$ cat src/rtl/sort_hw_bubble_master.sv
`timescale 1ns/1ps
// sort_hw_bubble_master
//   Avalon-MM master that sorts a contiguous block of DATA_W-bit words in
//   place, in ascending order, inside the sort_hw data RAM. It uses bubble
//   sort and stops early when a pass makes no swaps. Equal keys are never
//   swapped, so the sort is stable.
//
// Ports
//   clk, reset      system clock, synchronous active-high reset
//   start           one-cycle request, sampled only while idle
//   base_addr       first word address, sampled with start
//   length          word count 0..2^ADDR_W, sampled with start
//   busy            high from the cycle after start until DONE is left
//   done            one-cycle completion pulse
//   swap_count      swaps made in the last run, saturating at 16'hFFFF
//   avm_*           RAM slave port: 1-cycle read latency, no waitrequest
//
// Every output is a register. The output process derives its values from
// the *next* state, so the bus strobes line up with the state they belong to.
module sort_hw_bubble_master #(
   parameter int DATA_W     = 32,
   parameter int ADDR_W     = 11,
   parameter int SIGNED_CMP = 0
) (
   input  logic              clk,
   input  logic              reset,
   input  logic              start,
   input  logic [ADDR_W-1:0] base_addr,
   input  logic [ADDR_W:0]   length,
   output logic              busy,
   output logic              done,
   output logic [15:0]       swap_count,
   output logic [ADDR_W-1:0] avm_address,
   output logic              avm_chipselect,
   output logic              avm_write,
   output logic [3:0]        avm_byteenable,
   output logic [DATA_W-1:0] avm_writedata,
   input  logic [DATA_W-1:0] avm_readdata
);

   typedef enum logic [3:0] {
      S_IDLE, S_RD_A, S_RD_B, S_WAIT, S_CMP, S_WR_A, S_WR_B, S_NEXT, S_DONE
   } state_t;

   localparam logic [ADDR_W:0]   LEN_ONE = (ADDR_W+1)'(1);
   localparam logic [ADDR_W:0]   LEN_TWO = (ADDR_W+1)'(2);
   localparam logic [ADDR_W-1:0] ADR_ONE = ADDR_W'(1);

   state_t state_q, state_d;

   // Datapath registers. i never exceeds 2^ADDR_W-2, so ADDR_W bits suffice;
   // limit needs one extra bit only to hold length-1 without truncation logic.
   logic [ADDR_W-1:0] base_q,  base_d;
   logic [ADDR_W-1:0] i_q,     i_d;
   logic [ADDR_W:0]   limit_q, limit_d;
   logic [DATA_W-1:0] a_q,     a_d;
   logic [DATA_W-1:0] b_q,     b_d;
   logic              swapped_q, swapped_d;
   logic [15:0]       swap_cnt_q, swap_cnt_d;

   // Registered outputs
   logic              busy_q, busy_d;
   logic              done_q, done_d;
   logic [ADDR_W-1:0] addr_q, addr_d;
   logic              cs_q,   cs_d;
   logic              wr_q,   wr_d;
   logic [DATA_W-1:0] wdata_q, wdata_d;

   logic              a_gt_b;
   logic [ADDR_W-1:0] idx;

   generate
      if (SIGNED_CMP != 0) begin : g_signed_cmp
         assign a_gt_b = $signed(a_q) > $signed(b_q);
      end else begin : g_unsigned_cmp
         assign a_gt_b = a_q > b_q;
      end
   endgenerate

   // ---------------- state register ----------------
   always_ff @(posedge clk) begin
      if (reset) begin
         state_q <= S_IDLE;
      end else begin
         state_q <= state_d;
      end
   end

   // ---------------- next-state and datapath ----------------
   always_comb begin
      state_d    = state_q;
      base_d     = base_q;
      i_d        = i_q;
      limit_d    = limit_q;
      a_d        = a_q;
      b_d        = b_q;
      swapped_d  = swapped_q;
      swap_cnt_d = swap_cnt_q;

      case (state_q)
         S_IDLE: begin
            if (start) begin
               base_d     = base_addr;
               swap_cnt_d = '0;
               if (length < LEN_TWO) begin
                  state_d = S_DONE;
               end else begin
                  i_d       = '0;
                  limit_d   = length - LEN_ONE;
                  swapped_d = 1'b0;
                  state_d   = S_RD_A;
               end
            end
         end
         S_RD_A: state_d = S_RD_B;
         S_RD_B: begin
            // Word at base+i arrives now (requested in RD_A)
            a_d     = avm_readdata;
            state_d = S_WAIT;
         end
         S_WAIT: begin
            b_d     = avm_readdata;
            state_d = S_CMP;
         end
         S_CMP:  state_d = a_gt_b ? S_WR_A : S_NEXT;
         S_WR_A: state_d = S_WR_B;
         S_WR_B: begin
            swapped_d = 1'b1;
            if (swap_cnt_q != 16'hFFFF) begin
               swap_cnt_d = swap_cnt_q + 16'd1;
            end
            state_d = S_NEXT;
         end
         S_NEXT: begin
            if (({1'b0, i_q} + LEN_ONE) < limit_q) begin
               i_d     = i_q + ADR_ONE;
               state_d = S_RD_A;
            end else if (!swapped_q || limit_q == LEN_ONE) begin
               state_d = S_DONE;
            end else begin
               // The largest remaining element has bubbled into place
               limit_d   = limit_q - LEN_ONE;
               i_d       = '0;
               swapped_d = 1'b0;
               state_d   = S_RD_A;
            end
         end
         S_DONE:  state_d = S_IDLE;
         default: state_d = S_IDLE;
      endcase
   end

   // ---------------- output logic (from next state) ----------------
   // Address arithmetic wraps modulo 2^ADDR_W, so a block may straddle the
   // top of the RAM.
   assign idx = base_d + i_d;

   always_comb begin
      busy_d  = (state_d != S_IDLE);
      done_d  = (state_d == S_DONE);
      cs_d    = 1'b0;
      wr_d    = 1'b0;
      addr_d  = addr_q;
      wdata_d = wdata_q;
      case (state_d)
         S_RD_A: begin
            cs_d   = 1'b1;
            addr_d = idx;
         end
         S_RD_B: begin
            cs_d   = 1'b1;
            addr_d = idx + ADR_ONE;
         end
         S_WR_A: begin
            cs_d    = 1'b1;
            wr_d    = 1'b1;
            addr_d  = idx;
            wdata_d = b_d;
         end
         S_WR_B: begin
            cs_d    = 1'b1;
            wr_d    = 1'b1;
            addr_d  = idx + ADR_ONE;
            wdata_d = a_d;
         end
         default: begin
            cs_d = 1'b0;
         end
      endcase
   end

   // ---------------- datapath and output registers ----------------
   always_ff @(posedge clk) begin
      if (reset) begin
         base_q     <= '0;
         i_q        <= '0;
         limit_q    <= '0;
         a_q        <= '0;
         b_q        <= '0;
         swapped_q  <= 1'b0;
         swap_cnt_q <= '0;
         busy_q     <= 1'b0;
         done_q     <= 1'b0;
         addr_q     <= '0;
         cs_q       <= 1'b0;
         wr_q       <= 1'b0;
         wdata_q    <= '0;
      end else begin
         base_q     <= base_d;
         i_q        <= i_d;
         limit_q    <= limit_d;
         a_q        <= a_d;
         b_q        <= b_d;
         swapped_q  <= swapped_d;
         swap_cnt_q <= swap_cnt_d;
         busy_q     <= busy_d;
         done_q     <= done_d;
         addr_q     <= addr_d;
         cs_q       <= cs_d;
         wr_q       <= wr_d;
         wdata_q    <= wdata_d;
      end
   end

   assign busy           = busy_q;
   assign done           = done_q;
   assign swap_count     = swap_cnt_q;
   assign avm_address    = addr_q;
   assign avm_chipselect = cs_q;
   assign avm_write      = wr_q;
   assign avm_byteenable = 4'hF;
   assign avm_writedata  = wdata_q;

endmodule

$ cat config.mk
export PLATFORM = sky130hd
export DESIGN_NAME = sort_hw_bubble_master
export DESIGN_NICKNAME = d
export VERILOG_FILES = /design/src/rtl/sort_hw_bubble_master.sv
export SDC_FILE = /design/constraint.sdc
export NUM_CORES = 1
export LEC_CHECK = 0
export ABC_AREA = 0
export CAP_MARGIN = 20
export CORE_MARGIN = 2
export CORE_UTILIZATION = 35
export CTS_BUF_LIST = sky130_fd_sc_hd__clkbuf_8
export DETAILED_ROUTE_END_ITERATION = 7
export DONT_BUFFER_PORTS = 1
export MAX_ROUTING_LAYER = met4
export PLACE_DENSITY_LB_ADDON = 0.12
export SETUP_SLACK_MARGIN = 0.2
export SLEW_MARGIN = 10
export SYNTH_ARGS = -nofsm -noshare
export SYNTH_HDL_FRONTEND = slang
export SYNTH_SLANG_ARGS = --single-unit
$ cat constraint.sdc
create_clock -name clk -period 6.3 [get_ports clk]
set_input_delay 0.63 -clock clk [delete_from_list [all_inputs] [get_ports clk]]
set_output_delay 0.63 -clock clk [all_outputs]
set_load 0.02 [all_outputs]
==> reports/metrics.cfg <==
[cells_and_area]
seqCellArea_mm2=0.00332
antenna_cells=0
fill_cells=2765
final_nets=1293
multi_input_area_mm2=0.00551
final_layout_size_suffix_gt1_frac=0.0673
syn2layout_area_growth_pct=7.31

[synthesis]
synthTopCellsByCount=nand2_1 (249), dfxtp_1 (166), a21oi_1 (116), nor2_1 (92), o21ai_0 (64)
async_flop_share=0
synth_area_leader_cell=dfxtp_1
synth.avg_cell_area_um2=7.67
synth-seq-cells=166
netlist_instances=1207
synth_area_leaders=dfxtp_1 (36%), nand2_1 (10%), ha_1 (8.0%)
synth_warnings=0
synth-main-ff-cell=dfxtp_1
synth-edff-count=0
ys_seq_area_frac=0.359
synth_area_mm2=0.00926
yosysMostFrequentCell=nand2_1
synth.top_cell.area_share=0.359
synth_cell_type_count=68

[drt]
vias=7922
ant_nets=0
drtPass1Iterations=5
drt_iter0_markers=569
viasPerCell=5.20
drt_wl_total_mm=25.4
wl_per_cell_um=16.7
drc=0

[sta]
clock_skew_ns=0.0226
fin_crit_sh=0.880
tns_ns=0
finalHoldViolCount=0
slew_viol_final=0
final.min_clock_period_ns=5.54
final-setup-viol-count=0
max_freq_mhz=180
tightest_slew_ns=0.898
rsz0062_at_grt=no
slew_headroom=0.393

[setup_path]
r2r_end=avm_address[10]$_SDFFE_PP0P_
r2r_slack_ns=0.76
required_ns=6.69
worstReg2RegStart=i_q[0]$_SDFF_PP0_
rr_worst_depth=21
arrival_ns=5.93
crit_fanout=13
critPathLaunchType=flip-flop
crit_type=flip-flop to flip-flop
crit_path_end_kind=flip-flop

[cts]
hold_buffers=0
clkTransAtPathRegs_ns=0.10
cts_tree=yes
cts_root_buffer=clkbuf_8
cts_buffer_depth=2
htree_levels=4
clock_latency_ns=0.47
cts.sinks=166
cts_buffers=17
post_cts_buffers=0

[power_and_ir_drop]
max-vdd-ir-drop_mv=0.142
p_int_mw=1.73
total_power_mw=2.83
p_leak_nw=3.87
sw_frac_of_total=0.388
p_clk_frac=0.267
power_frac_seq=0.449
p_sw_mw=1.10
p_comb_frac=0.283
powerDensity_mw_per_mm2=285

[global_route]
grt_overflow=0
grt_pass1_vias=7628
grt_max_degree=125
grt_pass1_wl_mm=41.1
antenna_found_initial=0
gr-usage-all-layers=0.187

[job]
maxCapViolCount=0

[placement]
dp_hpwl_mm=17.1
numPortBuffers=0
place_congestion=0.850

[hold_path]
whs_endpoint=b_q[19]$_SDFF_PP0_
hold_path_depth=1
min-delay-start=reset
hold_path.class=input port to flip-flop

[die]
row_count=59
die_w_um=167
core_region_area_mm2=0.0261
die_area_mm2=0.0278
initial_core_util=0.355
io-pin-count=125
die_h_um=167

[outcome]
status=completed

## area by class of cell
type | count | area share
clock buffer | 17 | 0.0235
clock inverter | 15 | 0.0141
sequential | 166 | 0.334
timing repair buffer | 13 | 0.00982
multi-input combinational | 920 | 0.555
tap | 335 | 0.0422
inverter | 57 | 0.0215
## flip-flops by register name (all words and copies together) (netlist names), 4 cells and up
| signal | count |
|---|---|
| avm_writedata | 32 |
| a_q | 32 |
| base_q | 11 |
| i_q | 11 |
| state_q | 4 |
| avm_address | 11 |
| limit_q | 12 |
| swap_count | 16 |
| b_q | 32 |
## how the worst max path moves through the flow
stage / from / end / cells past startpoint
after floorplan: i_q[0]$_SDFF_PP0_ / avm_address[9]$_SDFFE_PP0P_ / 24
after global placement: i_q[0]$_SDFF_PP0_ / avm_address[9]$_SDFFE_PP0P_ / 22
after detailed placement: i_q[0]$_SDFF_PP0_ / avm_address[9]$_SDFFE_PP0P_ / 22
after CTS: i_q[0]$_SDFF_PP0_ / avm_address[9]$_SDFFE_PP0P_ / 22
after global routing: i_q[0]$_SDFF_PP0_ / avm_address[10]$_SDFFE_PP0P_ / 24
final: i_q[0]$_SDFF_PP0_ / avm_address[10]$_SDFFE_PP0P_ / 21
## power by group through the flow
stage / logic (mW) / clock network [mW] / registers (mW)
floorplan: 0.616 / 0 / 1.26
global route: 0.906 / 0.827 / 1.29
CTS: 0.800 / 0.792 / 1.27
global placement: 0.797 / 0 / 1.30
detailed placement: 0.795 / 0 / 1.29
finish: 0.802 / 0.756 / 1.27
## cell usage in the layout (no fill, tap or decap), types with 14 or more instances in the layout
cell type  synthesis  layout
nand2_1          249     249
dfxtp_1          166     166
a21oi_1          116     116
nor2_1            92      91
o21ai_0           64      64
ha_1              59      59
inv_1             56      56
o22ai_1           38      37
mux2i_1           32      32
xnor2_1           30      30
nand3_1           28      27
and2_1            25      24
nor3_1            18      17
xor2_1            17      17
clkbuf_8           0      17
and3_1            14      14
## what timing repair did
| item | in CTS | in global routing |
|---|---|---|
| gates resized for setup | 0 | 7 |
| endpoints found under the setup margin | 0 | 4 |
| endpoints found under the hold margin | 0 | 0 |
## logic make-up (layout without fill, tap and decap cells)
group                    count (synthesis)  in the layout  share of synthesized area
adder cells (fa/ha/maj)                 60             60                     0.0819
flip-flops                             166            166                      0.359
AO/OA/AOI/OAI                          281            281                      0.181
multiplexers                            32             32                     0.0346
other                                    1              4                   0.000405
buffers and inverters                  124            102                     0.0535
AND/OR/NAND/NOR                        496            496                      0.245
XOR/XNOR                                47             47                     0.0444
## stage by stage
stage | cells | setup slack [ns] | util | cell area [µm²] | hold slack, ns
6_report | 1523 | 0.756 | 0.381 | 9940 | 0.229
5_1_grt | 1523 | 0.250 | 0.381 | 9940 | 0.186
4_1_cts | 1522 | 0.408 | 0.380 | 9900 | 0.189
3_5_place_dp | 1490 | 0.440 | 0.366 | 9530 | 0.453
3_3_place_gp | 1490 | 0.573 | 0.366 | 9530 | 0.449
2_1_floorplan | 1210 | 1.06 | - | 9270 | 0.446
## routing by layer
metal | part of all wire | track usage | up-vias | wire length [µm]
li1 | - | - | 4111 | -
met1 | 0.50 | 0.254 | 3660 | 12800
met2 | 0.44 | 0.282 | 134 | 11100
met3 | 0.053 | 0.0459 | 17 | 1340
met4 | 0.0094 | 0.0405 | 0 | 238
met5 | 0 | - | - | 0
## worst max-delay path: stages, from the launching register on
cell      delay [ns]
dfxtp_1         0.41
and3_1          0.19
and3_1          0.18
nand3_1         0.19
nor2_1          0.21
xor2_1          0.22
ha_1            0.28
a21oi_1         0.13
o21ai_0         0.10
or2_2           0.33
nor2_1          0.60
nand2_1         0.10
o21ai_0         0.30
ha_1            0.36
a21oi_1         0.27
a21oi_1         0.12
a311oi_2        0.38
nor4bb_4        0.36
nand4_1         0.13
nor4b_1         0.30
nor3_1          0.09
o31ai_2         0.20
(Power assumes the default switching activity.)
